File: src/rtl/spi_slave_fifo.sv
// SPI slave with oversampled SPI inputs, an RX FIFO with a valid/ready handshake
// and a TX holding register. All logic runs on clk_sys.
module spi_slave_fifo #(
  parameter int DATA_W      = 8,
  parameter int CPOL        = 0,
  parameter int CPHA        = 0,
  parameter int MSB_FIRST   = 1,
  parameter int FIFO_DEPTH  = 4,
  parameter int SYNC_STAGES = 2
) (
  input  logic              clk_sys,
  input  logic              rst_n,
  input  logic              spi_clk,
  input  logic              spi_cs_n,
  input  logic              spi_mosi,
  output logic              spi_miso,
  output logic [DATA_W-1:0] rx_data,
  output logic              rx_valid,
  input  logic              rx_ready,
  output logic              rx_overrun,
  input  logic [DATA_W-1:0] tx_data,
  input  logic              tx_valid,
  output logic              tx_ready,
  output logic              tx_underrun,
  output logic              busy
);
  localparam int   BW  = $clog2(DATA_W);
  localparam int   AW  = $clog2(FIFO_DEPTH);
  localparam logic POL = (CPOL != 0);

  typedef enum logic {IDLE, ACTIVE} state_t;

  logic [SYNC_STAGES-1:0] sclk_sync_q, cs_sync_q, mosi_sync_q;
  logic                   sclk_prev_q, cs_prev_q;
  state_t                 state_q, state_d;
  logic [BW-1:0]          bit_cnt_q, bit_cnt_d;
  logic [DATA_W-1:0]      rx_sh_q, rx_sh_d, tx_sh_q, tx_sh_d, hold_q, hold_d;
  logic                   hold_full_q, hold_full_d, push_q, push_d;
  logic                   miso_q, miso_d, ovr_q, ovr_d, und_q, und_d;
  logic [DATA_W-1:0]      mem_q [FIFO_DEPTH];
  logic [AW-1:0]          wr_ptr_q, rd_ptr_q;
  logic [AW:0]            cnt_q, cnt_d;

  logic sclk_s, cs_s, mosi_s, lead_edge, trail_edge, sample_edge, shift_edge;
  logic cs_fall, cs_rise, load, pop, full, accept;

  assign sclk_s      = sclk_sync_q[SYNC_STAGES-1];
  assign cs_s        = cs_sync_q[SYNC_STAGES-1];
  assign mosi_s      = mosi_sync_q[SYNC_STAGES-1];
  assign lead_edge   = (sclk_prev_q == POL) && (sclk_s != POL);
  assign trail_edge  = (sclk_prev_q != POL) && (sclk_s == POL);
  assign sample_edge = (CPHA != 0) ? trail_edge : lead_edge;
  assign shift_edge  = (CPHA != 0) ? lead_edge : trail_edge;
  assign cs_fall     = cs_prev_q && !cs_s;
  assign cs_rise     = !cs_prev_q && cs_s;

  always_comb begin
    state_d     = state_q;
    bit_cnt_d   = bit_cnt_q;
    rx_sh_d     = rx_sh_q;
    tx_sh_d     = tx_sh_q;
    hold_d      = hold_q;
    hold_full_d = hold_full_q;
    push_d      = 1'b0;
    und_d       = 1'b0;
    load        = 1'b0;
    case (state_q)
      IDLE: if (cs_fall) begin
        state_d = ACTIVE;
        load    = (CPHA == 0);
      end
      ACTIVE: if (cs_rise) begin
        state_d   = IDLE;
        bit_cnt_d = '0;
        rx_sh_d   = '0;
        tx_sh_d   = '0;
      end else begin
        if (sample_edge) begin
          rx_sh_d = (MSB_FIRST != 0) ? {rx_sh_q[DATA_W-2:0], mosi_s}
                                     : {mosi_s, rx_sh_q[DATA_W-1:1]};
          if (bit_cnt_q == BW'(DATA_W-1)) begin
            bit_cnt_d = '0;
            push_d    = 1'b1;
          end else begin
            bit_cnt_d = bit_cnt_q + BW'(1);
          end
        end
        // A shift edge with bit_cnt at zero is the start of a new word.
        if (shift_edge) begin
          if (bit_cnt_q == '0) load = 1'b1;
          else tx_sh_d = (MSB_FIRST != 0) ? {tx_sh_q[DATA_W-2:0], 1'b0}
                                          : {1'b0, tx_sh_q[DATA_W-1:1]};
        end
      end
      default: state_d = IDLE;
    endcase
    if (load) begin
      tx_sh_d     = hold_full_q ? hold_q : '0;
      und_d       = !hold_full_q;
      hold_full_d = 1'b0;
    end
    // A handshake coinciding with a load refills the register for the next word.
    if (tx_valid && !hold_full_q) begin
      hold_d      = tx_data;
      hold_full_d = 1'b1;
    end
    miso_d = (state_d == ACTIVE) &&
             ((MSB_FIRST != 0) ? tx_sh_d[DATA_W-1] : tx_sh_d[0]);
  end

  assign pop    = (cnt_q != '0) && rx_ready;
  assign full   = (cnt_q == (AW+1)'(FIFO_DEPTH));
  assign accept = push_q && (!full || pop);
  assign ovr_d  = push_q && full && !pop;
  assign cnt_d  = cnt_q + {{AW{1'b0}}, accept} - {{AW{1'b0}}, pop};

  always_ff @(posedge clk_sys or negedge rst_n) begin
    if (!rst_n) begin
      sclk_sync_q <= '0;
      cs_sync_q   <= '0;
      mosi_sync_q <= '0;
      sclk_prev_q <= 1'b0;
      cs_prev_q   <= 1'b0;
      state_q     <= IDLE;
      bit_cnt_q   <= '0;
      rx_sh_q     <= '0;
      tx_sh_q     <= '0;
      hold_q      <= '0;
      hold_full_q <= 1'b0;
      push_q      <= 1'b0;
      miso_q      <= 1'b0;
      ovr_q       <= 1'b0;
      und_q       <= 1'b0;
      wr_ptr_q    <= '0;
      rd_ptr_q    <= '0;
      cnt_q       <= '0;
      for (int i = 0; i < FIFO_DEPTH; i++) mem_q[i] <= '0;
    end else begin
      sclk_sync_q <= {sclk_sync_q[SYNC_STAGES-2:0], spi_clk};
      cs_sync_q   <= {cs_sync_q[SYNC_STAGES-2:0], spi_cs_n};
      mosi_sync_q <= {mosi_sync_q[SYNC_STAGES-2:0], spi_mosi};
      sclk_prev_q <= sclk_s;
      cs_prev_q   <= cs_s;
      state_q     <= state_d;
      bit_cnt_q   <= bit_cnt_d;
      rx_sh_q     <= rx_sh_d;
      tx_sh_q     <= tx_sh_d;
      hold_q      <= hold_d;
      hold_full_q <= hold_full_d;
      push_q      <= push_d;
      miso_q      <= miso_d;
      ovr_q       <= ovr_d;
      und_q       <= und_d;
      cnt_q       <= cnt_d;
      if (accept) begin
        mem_q[wr_ptr_q] <= rx_sh_q;
        wr_ptr_q        <= wr_ptr_q + AW'(1);
      end
      if (pop) rd_ptr_q <= rd_ptr_q + AW'(1);
    end
  end

  assign spi_miso    = miso_q;
  assign rx_data     = mem_q[rd_ptr_q];
  assign rx_valid    = (cnt_q != '0);
  assign rx_overrun  = ovr_q;
  assign tx_ready    = !hold_full_q;
  assign tx_underrun = und_q;
  assign busy        = (state_q == ACTIVE);
endmodule

File: config.mk
export PLATFORM = sky130hd
export DESIGN_NAME = spi_slave_fifo
export DESIGN_NICKNAME = d
export VERILOG_FILES = /design/src/rtl/spi_slave_fifo.sv
export SDC_FILE = /design/constraint.sdc
export NUM_CORES = 1
export LEC_CHECK = 0
export ABC_CLOCK_PERIOD_IN_PS = 6350
export CAP_MARGIN = 40
export CORE_UTILIZATION = 55
export DETAILED_ROUTE_END_ITERATION = 12
export PLACE_DENSITY = 0.82
export SLEW_MARGIN = 20
export SYNTH_ARGS = -nofsm -noshare
export SYNTH_HDL_FRONTEND = slang
export SYNTH_SLANG_ARGS = --single-unit
File: constraint.sdc
create_clock -name clk_sys -period 6.35 [get_ports clk_sys]
set_input_delay 1.27 -clock clk_sys [delete_from_list [all_inputs] [get_ports clk_sys]]
set_output_delay 1.27 -clock clk_sys [all_outputs]
set_load 0.02 [all_outputs]
==> summary.md <==
| Metric | Value |
|---|---|
| Status | `completed` |
| Power, Total | `1.37 mW` |
| Site Rows | `29` |
| Vias per cell | `5.63` |
| Post-Syn Area | `3630 um^2` |
| Number of synthesized register bits | `80` |
| Sequential share of the synthesized area | `55.1%` |
| Largest net degree at the start of global routing | `51` |
| Leak | `2.03 nW` |
| Most instantiated library cell after synthesis | `dfrtp_1` |
| Inserted Diodes | `0` |
| WHS | `0.359 ns` |
| Hold Path Class | `reg -> reg` |
| Share of cells above drive strength 1 | `28.5%` |
| RSZ-0062 raised after global routing | `false` |
| Largest area contributor in the netlist | `dfrtp_1` |
| Syn_area_per_cell | `14.7 um^2` |
| CTS Buf Count | `9` |
| Worst vdd ir | `0.201 mV` |
| Core area | `6350 um^2` |
| Synth-to-layout area growth | `16.8%` |
| CP required | `5.08 ns` |
| Mapped Cells | `248` |
| Synth top cells by count | `80 x dfrtp_1, 32 x mux2_4, 15 x nand2_1` |
| Worst Clk Skew | `0.00606 ns` |
| GRT Total Usage | `19.7%` |
| Pwr dens | `323 nW/um^2` |
| Final period util | `55.2%` |
| Setup violations, final | `0` |
| Clock sink total | `80` |
| Final #Nets | `306` |
| Initial antenna violation count | `0` |
| CP Launch Type | `flip-flop` |
| RePlAce Congestion | `0.731` |
| Initial core utilization | `57.2%` |
| Synth area leaders | `dfrtp_1 55%, mux2_4 13%, mux4_2 5.0%` |
| PortBufs | `28` |
| Placed cell area | `4000 um^2` |
| Routed Antenna Nets | `0` |
| Crit Path Category | `reg -> out` |
| Vias in the first global route | `2,129` |
| Ys async rst share | `100%` |
| Worst setup margin | `2.84 ns` |
| Post-synth EDFFs | `0` |
| CTS Hold Bufs | `0` |
| Grt ovf | `0` |
| Final Critical Period | `3.51 ns` |
| Library cells used by synthesis | `42` |
| Remaining DRCs | `0` |
| Routed wire per std cell | `16.8 um` |
| Maximum fanout along the worst path | `10` |
| Worst EP arrival | `2.24 ns` |
| Htree depth | `3` |
| Setup TNS | `0 ns` |
| Critical Path Sink Type | `output port` |
| Final Max Tran Viols | `0` |
| Top FF cell, synth | `dfrtp_1` |
| Maxcap violations | `0` |
| Post-Syn Nets | `273` |
| Post-DP HPWL | `4.15 mm` |
| Clock Tree Root | `clkbuf_8` |
| Final Hold Violating Endpoints | `0` |
| Place WS | `2.81 ns` |
| Drt pass-1 iters | `4` |
| Vias | `2,032` |
| Slew @ Worst Pin | `0.771 ns` |
| Fin area | `4250 um^2` |
| Chip Width | `83.3 um` |
| Detailed-route wire length | `6.07 mm` |
| Post-CTS resize count | `0` |
| Post-CTS Setup Inserts | `0` |
| Clock latency on the worst-skew pair | `0.35 ns` |
| Max frequency | `285 MHz` |
| Post-synth top area share | `55.1%` |
| I/O pin count | `29` |
| CTS clk-pin slew, worst paths | `0.07 ns` |
| DRT iter0 DRCs | `171` |
| Synthesis Warnings | `0` |
| Slew headroom | `48.3%` |
| Die Span Y | `83.3 um` |
| CTS tree | `done` |
| Die ar. | `6940 um^2` |
| First-pass GRT wire length | `10.4 mm` |
| Max clock buf depth | `2` |
==> where the power goes <==
group	leakage (nW)	total [mW]	switching (mW)	internal, mW
logic	0.866	0.238	0.107	0.132
clock network	0.121	0.455	0.176	0.278
registers	1.04	0.679	0.0937	0.585
total	2.03	1.37	0.376	0.995
==> cells by family after synthesis <==
family                   Yosys count  synth area share (%)
flip-flops                        80                  55.1
multiplexers                      49                  20.9
AND/OR/NAND/NOR                   49                  8.57
AO/OA/AOI/OAI                     36                  8.13
buffers and inverters             19                  2.41
adder cells (fa/ha/maj)           10                  3.65
XOR/XNOR                           5                  1.21
==> layout by cell type (no fill, tap or decap), types with 2 or more instances in the layout <==
cell and instances:
nand2_8 4, nor2b_1 3, o31ai_1 5, a22oi_1 2, nand2_1 15, dfrtp_1 80, o21ai_1 2, mux2_2 8
inv_1 10, bufinv_16 3, a22o_1 12, clkbuf_8 11, mux2_4 32, nor2_1 13, clkdlybuf4s50_1 27, ha_1 9
xnor2_1 3, and2_1 3, o21ai_0 3, a21oi_2 5, nand2b_1 3, a21oi_1 2, mux4_2 8, xor2_1 2
==> worst paths after layout <==
check | end | cells past startpoint | slack [ns] | start
worst max register to register | cnt_q[2] | 8 | 4.05 | cnt_q[1]
min in group asynchronous | mem_q[30] | 1 | 0.85 | rst_n
worst min register to register | mosi_sync_q[1] | 0 | 0.36 | mosi_sync_q[0]
worst max-delay path | rx_data[4] | 2 | 2.84 | rd_ptr_q[0]
worst min-delay path | mosi_sync_q[1] | 0 | 0.36 | mosi_sync_q[0]
max in group asynchronous | mem_q[16] | 2 | 4.92 | rst_n
==> registers in the layout, summed over array words and instances, names as in the netlist, 2 cells and up <==
signal       count
mem_q           32
hold_q           8
rx_sh_q          8
tx_sh_q          8
bit_cnt_q        3
cnt_q            3
cs_sync_q        2
mosi_sync_q      2
rd_ptr_q         2
sclk_sync_q      2
wr_ptr_q         2
==> layout make-up <==
| cell class | instances | area (um^2) |
|---|---|---|
| timing repair buffer | 30 | 320 |
| sequential | 80 | 2000 |
| tap | 77 | 96.3 |
| inverter | 11 | 41.3 |
| clock inverter | 3 | 90.1 |
| fill | 461 | 2100 |
| multi-input combinational | 149 | 1540 |
| clock buffer | 11 | 151 |
==> routing by layer <==
metal / vias to the layer above / global-route usage (%) / wire (um)
met4: 0 / 9.87 / 141
met3: 14 / 3.98 / 183
met5: - / 0 / 0
met2: 39 / 31.7 / 3030
li1: 938 / - / -
met1: 1041 / 25.6 / 2720
==> critical path, stage by stage, from the launching register on <==
cell	delay, ns
dfrtp_1	0.74
mux4_2	0.60
clkdlybuf4s50_1	0.55
==> stage by stage <==
step	utilization [%]	instances
after floorplan	-	248
after CTS	66.9	361
after global routing	66.9	361
after global placement	62.4	345
final	66.9	361
after detailed placement	63.1	347
Note: power is estimated with default switching activity, not from simulation.
